--- src/rtl/demux1x2_stream.sv ---
// Packet-aware 1:2 stream demultiplexer: in_sel on a packet's first beat picks
// port A or B, and the route stays locked until the last beat is accepted.
// Optional per-port packet counters are enabled by the DEMUX_PKT_CNT_EN macro.
module demux1x2_stream #(
  parameter int WIDTH = 4
) (
  input  logic             clk,
  input  logic             rst,
  input  logic             in_valid,
  output logic             in_ready,
  input  logic [WIDTH-1:0] in_data,
  input  logic             in_last,
  input  logic             in_sel,
  output logic             a_valid,
  output logic [WIDTH-1:0] a_data,
  output logic             a_last,
  input  logic             a_ready,
  output logic             b_valid,
  output logic [WIDTH-1:0] b_data,
  output logic             b_last,
  input  logic             b_ready,
  output logic [7:0]       a_pkts,
  output logic [7:0]       b_pkts
);

  typedef enum logic [1:0] {IDLE, ROUTE_A, ROUTE_B} state_t;

  state_t state, state_next;
  logic   to_b;
  logic   accept;
  logic   acc_a, acc_b;

  // in_ready looks only at the target port, so a stalled non-target port
  // never blocks the packet in flight.
  assign in_ready = to_b ? (!b_valid || b_ready) : (!a_valid || a_ready);
  assign accept   = in_valid && in_ready;
  assign acc_a    = accept && !to_b;
  assign acc_b    = accept && to_b;

  always_comb begin
    // NOTE: every combinational output gets a default first, so no path can
    // leave it unassigned and infer a latch.
    to_b       = 1'b0;
    state_next = state;
    case (state)
      IDLE:    to_b = in_sel;
      ROUTE_B: to_b = 1'b1;
      default: to_b = 1'b0;
    endcase
    if (accept) begin
      if (in_last)
        state_next = IDLE;
      else if (state == IDLE)
        state_next = in_sel ? ROUTE_B : ROUTE_A;
    end
  end

  // NOTE: sequential state uses non-blocking assignments so every register
  // samples pre-edge values regardless of block ordering.
  always_ff @(posedge clk) begin
    if (rst) state <= IDLE;
    else     state <= state_next;
  end

  // Output registers reload on an accept even while draining, which keeps a
  // streaming port at one beat per cycle.
  always_ff @(posedge clk) begin
    // NOTE: payload registers are reset as well as valid, so outputs read
    // as zero after reset rather than stale data.
    if (rst) begin
      a_valid <= 1'b0;
      a_data  <= '0;
      a_last  <= 1'b0;
    end else if (acc_a) begin
      a_valid <= 1'b1;
      a_data  <= in_data;
      a_last  <= in_last;
    end else if (a_valid && a_ready) begin
      a_valid <= 1'b0;
    end
  end

  always_ff @(posedge clk) begin
    if (rst) begin
      b_valid <= 1'b0;
      b_data  <= '0;
      b_last  <= 1'b0;
    end else if (acc_b) begin
      b_valid <= 1'b1;
      b_data  <= in_data;
      b_last  <= in_last;
    end else if (b_valid && b_ready) begin
      b_valid <= 1'b0;
    end
  end

`ifdef DEMUX_PKT_CNT_EN
  logic [7:0] a_cnt, b_cnt;

  // Counters wrap naturally at 8 bits.
  always_ff @(posedge clk) begin
    if (rst) begin
      a_cnt <= '0;
      b_cnt <= '0;
    end else begin
      if (acc_a && in_last) a_cnt <= a_cnt + 8'd1;
      if (acc_b && in_last) b_cnt <= b_cnt + 8'd1;
    end
  end

  assign a_pkts = a_cnt;
  assign b_pkts = b_cnt;
`else
  assign a_pkts = '0;
  assign b_pkts = '0;
`endif

endmodule

--- config.mk ---
export PLATFORM = sky130hd
export DESIGN_NAME = demux1x2_stream
export DESIGN_NICKNAME = d
export VERILOG_FILES = /design/src/rtl/demux1x2_stream.sv
export SDC_FILE = /design/constraint.sdc
export NUM_CORES = 1
export LEC_CHECK = 0
export CORE_MARGIN = 10
export CORE_UTILIZATION = 39
export DETAILED_ROUTE_END_ITERATION = 12
export HOLD_SLACK_MARGIN = 0.02
export PLACE_DENSITY = 0.81
export SLEW_MARGIN = 20
export SYNTH_ARGS = -nofsm -noshare
export SYNTH_HDL_FRONTEND = slang
export SYNTH_SLANG_ARGS = --single-unit
--- constraint.sdc ---
create_clock -name clk -period 1.6 [get_ports clk]
set_input_delay 0.32 -clock clk [delete_from_list [all_inputs] [get_ports clk]]
set_output_delay 0.32 -clock clk [all_outputs]
set_load 0.05 [all_outputs]
==> flow_summary_export.csv, run 1 <==
group,metric,value,unit
status,status,"finished clean",
drt,wl_per_cell,15.87,µm
cells_and_area,fin_area,0.001105,mm²
die,start_util,0.4133,
synth,synth_area_leaders,"dfxtp_1 (35%), buf_4 (16%), o31ai_1 (9.3%)",
cts,cts_tree,"built",
cts,cts_buffer_depth,2,
drt,drtAntennaViolNets,0,
cells_and_area,fin_nets,134,
synth,postSynthAreaPerCell,8.910,µm²
synth,synth_cells,91,
die,fp.dieW,65.60,µm
setup_path,worstPathRequired,1.28,ns
sta,finalHoldViolations,0,
placement,dp.final_hpwl,1826,µm
cts,clk_pin_slew,0.08,ns
cts,cts-buffers-inserted,3,
power_and_ir_drop,peakVddDrop,0.0005536,V
cells_and_area,drive_gt1_frac,0.3033,
cts,clkSinkCount,14,
cts,htreeDepth,1,
setup_path,cp_data_arrival_time,1.24,ns
setup_path,crit_slowest_cell,"dfxtp_2",
power_and_ir_drop,power.total,972.7,µW
setup_path,cp-end-kind,"output port",
drt,vias,776,
sta,period_share,0.9754,
placement,io_buffers,23,
placement,dpl_cell_area,0.001045,mm²
sta,fin_worst_skew,0.002297,ns
sta,rsz0062_at_grt,"yes",
sta,slew_violations,0,
drt,first_pass_iters,4,
die,ioPinCount,40,
cells_and_area,area_growth,36.27,%
sta,setup_ws,0.03942,ns
setup_path,path_cells,"o21bai_4, mux2i_4, buf_12",
global_route,grt_overflow_total,0,
synth,netlist.top_cell.by_area,"dfxtp_1",
synth,synth-seq-cells,14,
setup_path,start_kind,"register",
min_path,min_path_type,"reg -> reg",
synth,synth.top_cell.area_share,0.3457,
setup_path,crit_type,"reg -> out",
die,die_y,65.60,µm
cells_and_area,n_antenna_cell,0,
die,row_count,16,
sta,holdWs,0.4801,ns
cts,postCtsHoldBufs,0,
placement,dp_slack,-0.1657,ns
global_route,grt_max_degree,14,
job,cap_violations,0,
drt,drc,0,
cts,clock_latency,0.28,ns
sta,max_freq,640.8,MHz
synth,yosysUniqueCellTypes,27,
drt,drtIter0Drc,38,
global_route,grt_pass1_wl,3801,µm
cts,clockRootBuffer,"clkbuf_4",
synth,yosysSeqAreaShare,0.3457,
power_and_ir_drop,p_per_area,880.4,mW/mm²
global_route,first_global_vias,837,
global_route,antenna_found_initial,0,
setup_path,crit_buf_inv,1,
synth,synth_area,810.8,µm²
setup_path,path_max_fanout,4,
drt,viasPerCell,5.208,
setup_path,cp_top_family,"flip-flops",
sta,setup_violations,0,
placement,place_congestion,0.7955,
sta,period_minus_slack,1.561,ns
synth,yosysWarnings,0,
setup_path,slowest_delay,0.35,ns
die,coreArea,0.001962,mm²
drt,routed_wl,2364,µm
die,fp.dieArea,0.004303,mm²
power_and_ir_drop,total_leakage_power,0.0004638,µW
global_route,grtUsageTotal,0.1110,
cells_and_area,fillers,199,
-- cell type report --
class                           count  area (µm²)  share of cell area
Inverter                            2       7.507            0.006795
Multi-Input combinational cell     67       430.4              0.3896
Clock buffer                        4       36.28             0.03284
Sequential cell                    14       285.3              0.2582
Timing Repair Buffer               35       311.5              0.2820
Tap cell                           27       33.78             0.03058
-- logic make-up (layout without fill, tap and decap cells) --
| group | after synthesis | in the layout | synth area share |
|---|---|---|---|
| AO/OA/AOI/OAI | 29 | 29 | 0.2639 |
| multiplexers | 1 | 1 | 0.01697 |
| flip-flops | 14 | 14 | 0.3457 |
| buffers and inverters | 25 | 41 | 0.2099 |
| AND/OR/NAND/NOR | 21 | 21 | 0.1590 |
| other | 1 | 16 | 0.004625 |
-- where the power goes --
| group | switching [µW] | internal (µW) | total [µW] |
|---|---|---|---|
| logic | 233 | 109 | 342 |
| registers | 13.9 | 368 | 382 |
| clock network | 111 | 138 | 249 |
| total | 357 | 615 | 973 |
-- timing repair --
item	in CTS	in global routing
endpoints found under the hold margin	0	0
endpoints found under the setup margin	1	1
setup buffers	1	1
gates resized for setup	5	1
pin swaps	1	0
-- per-stage QoR --
stage / std cells / util / setup TNS [ns]
2_1_floorplan: 106 / - / 0
3_3_place_gp: 143 / 0.5325 / -0.1440
3_5_place_dp: 143 / 0.5325 / -0.3779
4_1_cts: 148 / 0.5580 / 0
5_1_grt: 149 / 0.5631 / -0.02236
6_report: 149 / 0.5631 / 0
-- state kept, by name, summed over array words and instances (netlist names) --
register	cells
b_valid	1
a_valid	1
b_data	4
a_last	1
state	2
a_data	4
b_last	1
-- tightest hold or removal path, stage by stage, from the launching register on --
cell     delay (ns)
dfxtp_1        0.32
o31ai_1        0.06
a21oi_1        0.06
-- Yosys cell counts, drive strengths merged --
library cell and number:
inv 2, a32o 1, clkbuf 1, nor3b 1, conb 1, nand4 10
buf 22, a311oi 1, o31ai 10, a31o 1, or2b 1, nor2b 3
o21bai 2, dfxtp 14, a21oi 12, and2 1, nand3b 1, mux2i 1
nor2 2, nand2b 1, o2111ai 1, nor3 1, o21ba 1
-- final timing paths --
kind         startpoint  endpoint  slack (ns)  cells after the start
max            state[1]  in_ready        0.04                      3
min              b_last    b_last        0.48                      2
max reg2reg     a_valid  state[1]        0.38                      4
min reg2reg      b_last    b_last        0.48                      2
-- cell usage in the layout, fill, tap and decap left out, types with 2 or more instances in the layout --
master / netlist / routed
buf_4: 17 / 23
conb_1: 1 / 16
a21oi_1: 12 / 12
dfxtp_1: 14 / 12
nand4_1: 10 / 10
o31ai_1: 10 / 10
clkdlybuf4s50_1: 0 / 9
clkbuf_4: 0 / 3
nor2b_2: 0 / 2
nor2_1: 2 / 2
buf_12: 0 / 2
-- per-layer routing --
metal / GRT usage / vias to the layer above / wire length (µm)
met1: 0.1128 / 358 / 944
met3: 0.04068 / 6 / 194
met4: 0.05882 / 0 / 27
met2: 0.1939 / 45 / 1197
li1: - / 367 / -
met5: 0 / - / 0
No activity file was read; power rests on OpenSTA's default activity.
==> run 2, diff against run 1 <==
--- a/config.mk
+++ b/config.mk
@@ -5,8 +5,10 @@
 export SDC_FILE = /design/constraint.sdc
 export NUM_CORES = 1
 export LEC_CHECK = 0
+export ABC_AREA = 1
+export CAP_MARGIN = 10
 export CORE_MARGIN = 10
-export CORE_UTILIZATION = 39
+export CORE_UTILIZATION = 38
 export DETAILED_ROUTE_END_ITERATION = 12
 export HOLD_SLACK_MARGIN = 0.02
 export PLACE_DENSITY = 0.81
==> flow_summary_export.csv, run 2 <==
group,metric,value,unit
cells_and_area,mostFrequentLayoutCells,"nand2_1 (20), buf_4 (19), conb_1 (16), dfxtp_1 (14), a21oi_1 (13)",
cts,clock_latency,0.28,ns
placement,io_buffers,23,
power_and_ir_drop,p_per_area,1057,mW/mm²
cts,cts_tree,"built",
setup_path,crit_start,"b_ready",
placement,place_congestion,0.7452,
setup_path,start_kind,"primary input",
synth,yosys-top-cells-count,"nand2_1 (21), buf_4 (17), dfxtp_1 (14)",
synth,netlist.top_cell.by_area,"dfxtp_1",
cts,clk_pin_slew,0.08,ns
synth,ys.flop_type,"dfxtp_1",
die,row_count,15,
synth,synth-xor-area-share,0,
die,ioPinCount,40,
drt,routed_wl,1873,µm
cts,htreeDepth,1,
sta,max_freq,651.6,MHz
placement,dpl_cell_area,985.9,µm²
global_route,first_global_vias,696,
min_path,min_path_type,"reg -> reg",
die,coreArea,0.001802,mm²
drt,first_pass_iters,4,
drt,drtIter0Drc,7,
status,status,"finished clean",
drt,drtAntennaViolNets,0,
placement,dp.final_hpwl,1637,µm
drt,vias,687,
synth,synth.top_cell.area_share,0.3752,
setup_path,endpoint,"in_ready",
drt,wl_per_cell,12.40,µm
setup_path,r2r_slack,0.44,ns
cells_and_area,drive_gt1_frac,0.3016,
cells_and_area,mostFrequentLayoutCell,"nand2_1",
cts,clockRootBuffer,"clkbuf_4",
setup_path,r2r-end,"state[1]",
cells_and_area,n_antenna_cell,0,
sta,rsz0062_at_grt,"no",
die,fp.dieArea,0.004139,mm²
sta,finalHoldViolations,0,
setup_path,reg2reg_from,"state[1]",
setup_path,crit_type,"in -> out",
sta,setup_violations,0,
power_and_ir_drop,total_leakage_power,0.0004741,µW
sta,slew_violations,0,
global_route,grtUsageTotal,0.09431,
global_route,grt_overflow_total,0,
sta,period_share,0.9592,
sta,fin_worst_skew,0.001638,ns
cells_and_area,fin_area,0.001023,mm²
global_route,grt_max_degree,9,
setup_path,reg2reg_depth,8,
sta,tns,0,ns
global_route,antenna_found_initial,0,
cts,clkSinkCount,14,
job,cap_violations,0,
synth,synth_area_leaders,"dfxtp_1 (38%), buf_4 (17%), nand2_1 (11%)",
die,fp.dieW,64.34,µm
cts,postCtsHoldBufs,0,
synth,synthAdderAreaFrac,0,
synth,post-synth-top-count-cell,"nand2_1",
cts,cts_buffer_depth,2,
setup_path,cp-end-kind,"output port",
synth,synth_top_family_by_area,"simple AND/OR/NAND/NOR gates",
cts,cts-buffers-inserted,3,
synth,postSynthAreaPerCell,7.946,µm²
synth,yosysWarnings,0,
cells_and_area,area_growth,37.02,%
die,die_y,64.34,µm
synth,synth_area,747.0,µm²
sta,period_minus_slack,1.535,ns
synth,synth_compound_area_frac,0.1307,
synth,synth-async-reset-ratio,0,
cells_and_area,reg.largest.list,"a_data (4), b_data (4), state (2)",
synth,synth_edf_count,0,
global_route,grt_pass1_wl,3139,µm
setup_path,cp_data_arrival_time,1.21,ns
synth,yosysSeqAreaShare,0.3752,
synth,synth-simple-area-share,0.2663,
setup_path,path_max_fanout,2,
setup_path,worstPathRequired,1.28,ns
synth,synth_cells,94,
cells_and_area,fin_nets,138,
synth,synth-seq-cells,14,
synth,synth.mux.area_fraction,0,
synth,yosysUniqueCellTypes,20,
drt,viasPerCell,4.550,
die,start_util,0.4146,
drt,drc,0,
power_and_ir_drop,peakVddDrop,0.0005580,V
## run 2: cell types whose count changed after synthesis, sizes merged, moves of 2 or more
cell / before / now
nand2: 0 / 25
a21oi: 12 / 14
buf: 22 / 17
o31ai: 10 / 0
nor2b: 3 / 0
o21bai: 2 / 0
nand3: 0 / 4
inv: 2 / 6
clkinv: 0 / 2
nand4: 10 / 6
## run 2: worst min-delay path by stage
stage / depth (start not counted) / start / to / slack (ns)
3_5_place_dp: 2 / b_data[2] / b_data[2] / 0.46
5_1_grt: 2 / b_data[0] / b_data[0] / 0.49
2_1_floorplan: 1 / rst / b_data[3] / 0.38
4_1_cts: 2 / b_data[2] / b_data[2] / 0.47
6_report: 2 / a_data[1] / a_data[1] / 0.47
3_3_place_gp: 2 / a_data[0] / a_data[0] / 0.45
## run 2: critical path, cell delays in order
cell and delay [ns]:
clkdlybuf4s50_1 0.45, inv_1 0.05, nand2_4 0.05, nand3_1 0.08, nand2_2 0.11, buf_12 0.14
## run 2: final cells by class
| type | instances | area (µm²) |
|---|---|---|
| multi-input combinational | 69 | 359.1 |
| clock buffer | 4 | 36.28 |
| fill | 175 | 778.2 |
| inverter | 8 | 35.03 |
| sequential | 14 | 280.3 |
| timing repair buffer | 31 | 281.5 |
| tap | 25 | 31.28 |
## run 2: logic make-up (layout without fill, tap and decap cells)
family,count (synthesis),after routing
flops,14,14
compound gates,16,16
simple gates,37,37
other cells,1,16
buf+inv,26,43
## run 2: stage by stage
step / total power (µW) / hold WS (ns) / cells / util / worst slack (ns)
final: 1082 / 0.4730 / 151 / 0.5681 / 0.06525
after global routing: 1138 / 0.4939 / 151 / 0.5681 / 0.0004947
after CTS: 1093 / 0.4745 / 151 / 0.5667 / 0.04699
after detailed placement: 840.3 / 0.4606 / 147 / 0.5472 / -0.08034
after global placement: 829.2 / 0.4539 / 147 / 0.5472 / -0.03493
after floorplan: 726.0 / 0.3824 / 109 / - / 0.05356
## run 2: what timing repair did
item                       CTS  global route
resized for setup            1             1
buffers inserted             0             0
setup endpoints to repair    1             1
## run 2: metal layers
metal / up-vias / wire length, µm / part of all wire / global-route usage
li1: 338 / - / - / -
met1: 305 / 636 / 0.34 / 0.08993
met2: 38 / 919 / 0.49 / 0.1527
met4: 0 / 29 / 0.015 / 0.04813
met3: 6 / 288 / 0.15 / 0.06272
met5: - / 0 / 0 / 0
## run 2: power by group
part           total (µW)  leakage, µW  switching, µW  internal (µW)
logic                 433     0.000338            294            140
clock network         251    0.0000210            112            139
registers             398     0.000115           20.7            377
total                1080     0.000474            427            655
==> run 3, diff against run 2 <==
--- a/config.mk
+++ b/config.mk
@@ -12,7 +12,6 @@
 export DETAILED_ROUTE_END_ITERATION = 12
 export HOLD_SLACK_MARGIN = 0.02
 export PLACE_DENSITY = 0.81
-export SLEW_MARGIN = 20
 export SYNTH_ARGS = -nofsm -noshare
 export SYNTH_HDL_FRONTEND = slang
 export SYNTH_SLANG_ARGS = --single-unit
==> results of run 3 <==
No change in the layout: final DEF, timing and power equal those of run 2.
